===== config.mk =====
export PLATFORM = sky130hd
export DESIGN_NAME = xregf_arb_flat
export DESIGN_NICKNAME = d
export VERILOG_FILES = /design/src/rtl/xregf_arb_if.sv /design/src/rtl/xregf_arb.sv /design/src/flat_wrapper.sv
export SDC_FILE = /design/constraint.sdc
export NUM_CORES = 1
export LEC_CHECK = 0
export BUFFER_PORTS_ARGS = -buffer_cell sky130_fd_sc_hd__buf_2
export CAP_MARGIN = 20
export CORE_AREA = 2 2 90 92
export CTS_CLUSTER_DIAMETER = 100
export CTS_CLUSTER_SIZE = 24
export DETAILED_ROUTE_END_ITERATION = 12
export DIE_AREA = 0 0 92 94
export GPL_TIMING_DRIVEN = 0
export MAX_ROUTING_LAYER = met4
export PLACE_DENSITY = 0.81
export SYNTH_ARGS = -nofsm -noshare
export SYNTH_HDL_FRONTEND = slang
export SYNTH_SLANG_ARGS = --single-unit

===== constraint.sdc =====
create_clock -name clk -period 5.7 [get_ports clk]
set_input_delay 1.14 -clock clk [delete_from_list [all_inputs] [get_ports clk]]
set_output_delay 1.14 -clock clk [all_outputs]
set_load 0.01 [all_outputs]

===== src/rtl/xregf_arb_if.sv =====
// Bus bundle between the two access masters, the arbiter and the xregf register file.
// The arbiter takes the slave view; whoever drives the masters and models regf takes master.
interface xregf_arb_if #(
  parameter int DATA_W      = 32,
  parameter int REGF_ADDR_W = 4
);
  logic                   a_req, a_we, a_lock, a_ack, a_rvalid;
  logic [REGF_ADDR_W-1:0] a_addr;
  logic [DATA_W-1:0]      a_wdata, a_rdata;

  logic                   b_req, b_we, b_lock, b_ack, b_rvalid;
  logic [REGF_ADDR_W-1:0] b_addr;
  logic [DATA_W-1:0]      b_wdata, b_rdata;

  logic                   regf_sel, regf_we;
  logic [REGF_ADDR_W-1:0] regf_addr;
  logic [DATA_W-1:0]      regf_wdata, regf_rdata;

  modport slave (
    input  a_req, a_we, a_lock, a_addr, a_wdata,
    input  b_req, b_we, b_lock, b_addr, b_wdata,
    input  regf_rdata,
    output a_ack, a_rdata, a_rvalid,
    output b_ack, b_rdata, b_rvalid,
    output regf_sel, regf_we, regf_addr, regf_wdata
  );

  modport master (
    output a_req, a_we, a_lock, a_addr, a_wdata,
    output b_req, b_we, b_lock, b_addr, b_wdata,
    output regf_rdata,
    input  a_ack, a_rdata, a_rvalid,
    input  b_ack, b_rdata, b_rvalid,
    input  regf_sel, regf_we, regf_addr, regf_wdata
  );
endinterface


===== src/rtl/xregf_arb.sv =====
// Two-master round-robin arbiter with bounded burst lock in front of xregf.
// One master is granted per cycle; read data comes back registered one cycle later.

// Per-master read-return register: captures regf data on a read transfer and
// raises rvalid for exactly the following cycle.
module xregf_arb_port #(
  parameter int DATA_W = 32
) (
  input  logic              clk,
  input  logic              rst_n,
  input  logic              rd_en_i,
  input  logic [DATA_W-1:0] regf_rdata_i,
  output logic [DATA_W-1:0] rdata_o,
  output logic              rvalid_o
);
  logic [DATA_W-1:0] rdata_q;
  logic              rvalid_q;

  always_ff @(posedge clk or negedge rst_n) begin
    if (!rst_n) begin
      rdata_q  <= '0;
      rvalid_q <= 1'b0;
    end else begin
      rvalid_q <= rd_en_i;
      if (rd_en_i) rdata_q <= regf_rdata_i;
    end
  end

  assign rdata_o  = rdata_q;
  assign rvalid_o = rvalid_q;
endmodule

module xregf_arb #(
  parameter int DATA_W      = 32,
  parameter int REGF_ADDR_W = 4,
  parameter int MAX_LOCK    = 8
) (
  input  logic        clk,
  input  logic        rst_n,
  xregf_arb_if.slave  bus
);
  localparam int NM  = 2;
  localparam int LCW = (MAX_LOCK > 1) ? $clog2(MAX_LOCK + 1) : 1;
  localparam logic [LCW-1:0] LOCK_TOP = LCW'(MAX_LOCK - 1);

  typedef enum logic [1:0] {IDLE, GNT_A, GNT_B} state_e;

  typedef struct packed {
    logic                   we;
    logic                   lock;
    logic [REGF_ADDR_W-1:0] addr;
    logic [DATA_W-1:0]      wdata;
  } req_t;

  req_t   [NM-1:0]             rq;
  logic   [NM-1:0]             req_v, ack, xfer, rd_en, rvalid;
  logic   [NM-1:0][DATA_W-1:0] rdata;

  state_e         state_q, state_d;
  logic           last_q, last_d;      // 0 = A, 1 = B
  logic [LCW-1:0] cnt_q, cnt_d;

  assign rq[0]    = '{we: bus.a_we, lock: bus.a_lock, addr: bus.a_addr, wdata: bus.a_wdata};
  assign rq[1]    = '{we: bus.b_we, lock: bus.b_lock, addr: bus.b_addr, wdata: bus.b_wdata};
  assign req_v    = {bus.b_req, bus.a_req};
  assign xfer     = req_v & ack;

  // Returns {found, winner}; on a tie the master that was not served last wins.
  function automatic logic [1:0] arb(input logic ra, input logic rb, input logic lst);
    if (ra && rb) return {1'b1, ~lst};
    else if (ra)  return 2'b10;
    else if (rb)  return 2'b11;
    else          return 2'b00;
  endfunction

  always_ff @(posedge clk or negedge rst_n) begin
    if (!rst_n) begin
      state_q <= IDLE;
      last_q  <= 1'b1;
      cnt_q   <= '0;
    end else begin
      state_q <= state_d;
      last_q  <= last_d;
      cnt_q   <= cnt_d;
    end
  end

  logic       cur, oth, do_arb, arb_last;
  logic [1:0] win;

  always_comb begin
    state_d  = state_q;
    last_d   = last_q;
    cnt_d    = cnt_q;
    cur      = (state_q == GNT_B);
    oth      = ~cur;
    do_arb   = 1'b0;
    arb_last = last_q;
    win      = 2'b00;
    unique case (state_q)
      IDLE: do_arb = 1'b1;
      GNT_A, GNT_B: begin
        arb_last = cur;
        if (!xfer[cur]) begin
          do_arb = 1'b1;
          cnt_d  = '0;
        end else if (rq[cur].lock && cnt_q < LOCK_TOP) begin
          cnt_d = cnt_q + LCW'(1);
        end else if (rq[cur].lock && !req_v[oth]) begin
          // Lock budget spent but nobody is waiting: keep the grant, hold the count.
          cnt_d = LOCK_TOP;
        end else begin
          do_arb = 1'b1;
          cnt_d  = '0;
        end
      end
      default: state_d = IDLE;
    endcase
    if (do_arb) begin
      win = arb(req_v[0], req_v[1], arb_last);
      if (win[1]) begin
        state_d = win[0] ? GNT_B : GNT_A;
        last_d  = win[0];
      end else begin
        state_d = IDLE;
      end
    end
  end

  logic                   regf_we;
  logic [REGF_ADDR_W-1:0] regf_addr;
  logic [DATA_W-1:0]      regf_wdata;

  always_comb begin
    ack        = '0;
    regf_we    = 1'b0;
    regf_addr  = '0;
    regf_wdata = '0;
    unique case (state_q)
      GNT_A: begin
        ack        = 2'b01;
        regf_we    = rq[0].we;
        regf_addr  = rq[0].addr;
        regf_wdata = rq[0].wdata;
      end
      GNT_B: begin
        ack        = 2'b10;
        regf_we    = rq[1].we;
        regf_addr  = rq[1].addr;
        regf_wdata = rq[1].wdata;
      end
      default: ;
    endcase
    for (int i = 0; i < NM; i++) rd_en[i] = xfer[i] & ~rq[i].we;
  end

  for (genvar i = 0; i < NM; i++) begin : g_port
    xregf_arb_port #(.DATA_W(DATA_W)) u_port (
      .clk          (clk),
      .rst_n        (rst_n),
      .rd_en_i      (rd_en[i]),
      .regf_rdata_i (bus.regf_rdata),
      .rdata_o      (rdata[i]),
      .rvalid_o     (rvalid[i])
    );
  end

  assign bus.a_ack      = ack[0];
  assign bus.b_ack      = ack[1];
  assign bus.a_rdata    = rdata[0];
  assign bus.b_rdata    = rdata[1];
  assign bus.a_rvalid   = rvalid[0];
  assign bus.b_rvalid   = rvalid[1];
  assign bus.regf_sel   = |xfer;
  assign bus.regf_we    = regf_we;
  assign bus.regf_addr  = regf_addr;
  assign bus.regf_wdata = regf_wdata;

  a_one_ack:    assert property (@(posedge clk) disable iff (!rst_n) !(ack[0] && ack[1]));
  a_one_rvalid: assert property (@(posedge clk) disable iff (!rst_n) !(rvalid[0] && rvalid[1]));
endmodule


===== src/flat_wrapper.sv =====
// flat-port wrapper written by rule: the top's interface ports become plain ports
module xregf_arb_flat 
#(
  parameter int DATA_W      = 32,
  parameter int REGF_ADDR_W = 4,
  parameter int MAX_LOCK    = 8
)
  (clk, rst_n, bus_a_req, bus_a_we, bus_a_lock, bus_a_addr, bus_a_wdata, bus_b_req, bus_b_we, bus_b_lock, bus_b_addr, bus_b_wdata, bus_regf_rdata, bus_a_ack, bus_a_rdata, bus_a_rvalid, bus_b_ack, bus_b_rdata, bus_b_rvalid, bus_regf_sel, bus_regf_we, bus_regf_addr, bus_regf_wdata);
  xregf_arb_if #(.DATA_W(DATA_W), .REGF_ADDR_W(REGF_ADDR_W)) bus_i ();
  input  logic clk;
  input  logic rst_n;
  input wire logic [$bits(bus_i.a_req)-1:0] bus_a_req;
  input wire logic [$bits(bus_i.a_we)-1:0] bus_a_we;
  input wire logic [$bits(bus_i.a_lock)-1:0] bus_a_lock;
  input wire logic [$bits(bus_i.a_addr)-1:0] bus_a_addr;
  input wire logic [$bits(bus_i.a_wdata)-1:0] bus_a_wdata;
  input wire logic [$bits(bus_i.b_req)-1:0] bus_b_req;
  input wire logic [$bits(bus_i.b_we)-1:0] bus_b_we;
  input wire logic [$bits(bus_i.b_lock)-1:0] bus_b_lock;
  input wire logic [$bits(bus_i.b_addr)-1:0] bus_b_addr;
  input wire logic [$bits(bus_i.b_wdata)-1:0] bus_b_wdata;
  input wire logic [$bits(bus_i.regf_rdata)-1:0] bus_regf_rdata;
  output wire logic [$bits(bus_i.a_ack)-1:0] bus_a_ack;
  output wire logic [$bits(bus_i.a_rdata)-1:0] bus_a_rdata;
  output wire logic [$bits(bus_i.a_rvalid)-1:0] bus_a_rvalid;
  output wire logic [$bits(bus_i.b_ack)-1:0] bus_b_ack;
  output wire logic [$bits(bus_i.b_rdata)-1:0] bus_b_rdata;
  output wire logic [$bits(bus_i.b_rvalid)-1:0] bus_b_rvalid;
  output wire logic [$bits(bus_i.regf_sel)-1:0] bus_regf_sel;
  output wire logic [$bits(bus_i.regf_we)-1:0] bus_regf_we;
  output wire logic [$bits(bus_i.regf_addr)-1:0] bus_regf_addr;
  output wire logic [$bits(bus_i.regf_wdata)-1:0] bus_regf_wdata;
  assign bus_i.a_req = bus_a_req;
  assign bus_i.a_we = bus_a_we;
  assign bus_i.a_lock = bus_a_lock;
  assign bus_i.a_addr = bus_a_addr;
  assign bus_i.a_wdata = bus_a_wdata;
  assign bus_i.b_req = bus_b_req;
  assign bus_i.b_we = bus_b_we;
  assign bus_i.b_lock = bus_b_lock;
  assign bus_i.b_addr = bus_b_addr;
  assign bus_i.b_wdata = bus_b_wdata;
  assign bus_i.regf_rdata = bus_regf_rdata;
  assign bus_a_ack = bus_i.a_ack;
  assign bus_a_rdata = bus_i.a_rdata;
  assign bus_a_rvalid = bus_i.a_rvalid;
  assign bus_b_ack = bus_i.b_ack;
  assign bus_b_rdata = bus_i.b_rdata;
  assign bus_b_rvalid = bus_i.b_rvalid;
  assign bus_regf_sel = bus_i.regf_sel;
  assign bus_regf_we = bus_i.regf_we;
  assign bus_regf_addr = bus_i.regf_addr;
  assign bus_regf_wdata = bus_i.regf_wdata;
  xregf_arb #(.DATA_W(DATA_W), .REGF_ADDR_W(REGF_ADDR_W), .MAX_LOCK(MAX_LOCK)) u_core (.clk(clk), .rst_n(rst_n), .bus(bus_i));
endmodule

==> results_dict.tcl <==
set metrics [dict create \
    setup_total_negative_slack_ns 0 \
    remaining_drc_errors 0 \
    first_global_vias 3434 \
    drt-pass1-iter-count 4 \
    std_cell_rows 32 \
    root_buffer "sky130_fd_sc_hd__clkbuf_8" \
    synth-adder-area-share_pct 2.56 \
    ioPinCount 218 \
    clk_pwr_share_pct 17.0 \
    multiInputGateArea_um2 1390 \
    antenna_violating_nets_post_route 0 \
    htreeDepth 3 \
    share_of_power_burned_in_registers_pct 35.3 \
    grt_use_total_pct 27.5 \
    p_int_uw 1530 \
    final.setup.worst_slack_ns 2.15 \
    finalSetupViolCount 0 \
    grt_max_degree 74 \
    synthesis.area_per_instance_um2 8.98 \
    p_sw_share_pct 40.2 \
    final.min_clock_period_ns 3.55 \
    max_cap_violations 0 \
    worst_slew_margin_rel_pct 38.9 \
    synth-simple-area-share_pct 23.8 \
    post-place-ws_ns 2.51 \
    total_leakage_power_uw 0.00290 \
    crit_path_start_kind "flop" \
    number_of_antenna_violations_at_the_first_check_in_global_routing 0 \
    tritoncts "yes" \
    p_switching_uw 1030 \
    post_cts_buffers 0 \
    rsz0062_at_grt "no" \
    worst-endpoint-required_ns 4.56 \
    timing.setup.critical_path_class "reg -> out" \
    worst_ep_arrival_time_ns 2.41 \
    port_buffers 217 \
    register_area_um2 1830 \
    worst-path-max-fanout 10 \
    max-vdd-ir-drop_v 0.000214 \
    final_net_count 728 \
    post_dr_vias_cell 5.00 \
    grt_remaining_overflow 0 \
    tightest_slew_ns 0.917 \
    combinationalPowerShare_pct 47.7 \
    vias 3583 \
    fill_cells 709 \
    tritoncts.num_buffers 9 \
    netlist.area_leader.share_pct 52.7 \
    grt_pass1_wl_um 17500 \
    diodes 0 \
    synth_sequential_area_ratio_pct 53.5 \
    die_y_um 94 \
    area.growth.synth_to_final_pct 41.7 \
    worstSetupEndpointType "output pin" \
    p_per_area_nw_per_um2 528 \
    post-synth-top-area-cell "sky130_fd_sc_hd__dfrtp_1" \
    drive_above_1_share_pct 41.9 \
    clock_insertion_delay_worst_skew_ns 0.34 \
    synth.cell_area_um2 3420 \
    drt_first_iter_violations 181 \
    dieArea_um2 8650 \
    drv_slew 0 \
    fp.coreArea_um2 7610 \
    route.final.wire_length_um 11500 \
    fin_worst_skew_ns 0.00574 \
    initial_utilization_pct 45.0 \
    synth.lib_cells_used.distinct 31 \
    synth_mux_area_share_pct 1.21 \
    clk_path_buf_depth 2 \
    synthXorXnorAreaFrac_pct 0 \
    synth_compound_area_share_pct 13.1 \
    die_w_um 92 \
    dp_hpwl_um 9140 \
    synthTopCellsByArea "sky130_fd_sc_hd__dfrtp_1 53%, sky130_fd_sc_hd__nand2_1 22%, sky130_fd_sc_hd__a22o_1 9.5%, sky130_fd_sc_hd__ha_1 2.6%, sky130_fd_sc_hd__buf_6 2.3%" \
    cts.reportedPaths.clkPinSlew_ns 0.07 \
    hold-worst-slack_ns 0.470 \
    run_status "completed" \
    synthesis.nets 500 \
    yosys_register_bits 73 \
    cts.sinks 73 \
    finalWeightedCongestion 0.934 \
    final-hold-violation-count 0 \
    hold_path.class "reg -> reg" \
    fmaxAchievable_mhz 281 \
    post_cts_resize_count 0 \
    yosys_warnings 0 \
    fin_crit_sh_pct 62.3 \
    netlist_instances 381 \
    ctsHoldBuffers 0 \
    synth_top_family_by_area "simple AND/OR/NAND/NOR gates" \
    wl_per_cell_um 16.0 \
]
==> state kept, by name, indices dropped and copies added, names as in the netlist <==
register	count
u_core.cnt_q	4
u_core.g_port.u_port.rdata_o	64
u_core.g_port.u_port.rvalid_o	2
u_core.last_q	1
u_core.state_q	2
==> layout make-up <==
cell class                 instances  area share, %
sequential                        73           37.7
buffer                            23           3.25
multi-input combinational        275           28.7
clock buffer                      11           2.71
tap                              102           2.63
timing repair buffer             217           22.5
inverter                          10          0.903
clock inverter                     5           1.65
==> path summary, 6_finish.rpt <==
path | start | end | slack [ns] | depth (start not counted)
max reg2reg | u_core.state_q[0] | u_core.state_q[0] | 3.90 | 6
min in group asynchronous | rst_n | u_core.g_port[0].u_port.rdata_o[25] | 0.93 | 1
min | u_core.g_port[1].u_port.rdata_o[18] | u_core.g_port[1].u_port.rdata_o[18] | 0.47 | 2
max in group asynchronous | rst_n | u_core.g_port[1].u_port.rdata_o[2] | 4.17 | 1
min reg2reg | u_core.g_port[1].u_port.rdata_o[18] | u_core.g_port[1].u_port.rdata_o[18] | 0.47 | 2
max | u_core.state_q[0] | bus_regf_wdata[1] | 2.15 | 7
==> power groups by stage <==
stage,registers [uW],logic [uW],clock network [uW]
floorplan,1020,571,0
global placement,903,1190,0
detailed placement,912,1230,0
CTS,904,1230,442
global route,934,1340,468
finish,904,1220,436
==> worst max-delay path, cell delays in order, from the launching register on <==
cell and delay, ns:
sky130_fd_sc_hd__dfrtp_1 0.44, sky130_fd_sc_hd__inv_1 0.11, sky130_fd_sc_hd__ha_1 0.30, sky130_fd_sc_hd__and2_1 0.11, sky130_fd_sc_hd__buf_2 0.20, sky130_fd_sc_hd__clkbuf_1 0.43, sky130_fd_sc_hd__a22o_1 0.30, sky130_fd_sc_hd__buf_2 0.17
==> per-layer routing <==
metal / global-route usage, % / up-vias / share of wire (%)
li1: - / 1690 / -
met4: 7.21 / 0 / 1.2
met3: 4.90 / 14 / 7.3
met5: - / - / 0
met1: 31.7 / 1694 / 39
met2: 49.9 / 185 / 53
==> through the flow <==
stage / power (uW) / instance area, um2 / util (%) / cells
after floorplan: 1590 / 3420 / - / 381
after global placement: 2090 / 4630 / 60.9 / 700
after detailed placement: 2140 / 4640 / 60.9 / 700
after CTS: 2580 / 4850 / 63.7 / 716
after global routing: 2740 / 4850 / 63.7 / 716
final: 2560 / 4850 / 63.7 / 716
==> synth_stat cells, drive strengths merged <==
library cell    n
a211o           1
a21oi           3
a22o           37
a22oi           1
and2            2
buf            20
clkbuf          3
clkinv          2
dfrtp          72
dfstp           1
ha              7
inv             8
mux2            1
mux2i           3
nand2         198
nand3           3
nand4           2
nand4b          1
nor2            1
nor2b           1
o211ai          3
o21ai           6
o2bb2a          1
o2bb2ai         2
or2             2
==> cells in the final DEF (no fill, tap or decap), drive strengths merged, types with 2 or more instances in the layout <==
master / Yosys / layout
a21oi: 3 / 3
a22o: 37 / 37
and2: 2 / 2
buf: 20 / 237
bufinv: 0 / 2
clkbuf: 3 / 14
clkinv: 2 / 3
clkinvlp: 0 / 2
dfrtp: 72 / 72
ha: 7 / 7
inv: 8 / 8
mux2i: 3 / 3
nand2: 198 / 198
nand3: 3 / 3
nand4: 2 / 2
o211ai: 3 / 3
o21ai: 6 / 6
o2bb2ai: 2 / 2
or2: 2 / 2
==> kinds of logic after synthesis <==
logic type      Yosys count
simple gates            210
flops                    73
compound gates           54
buf+inv                  33
fa+ha+maj                 7
mux                       4
(Power assumes the default switching activity.)
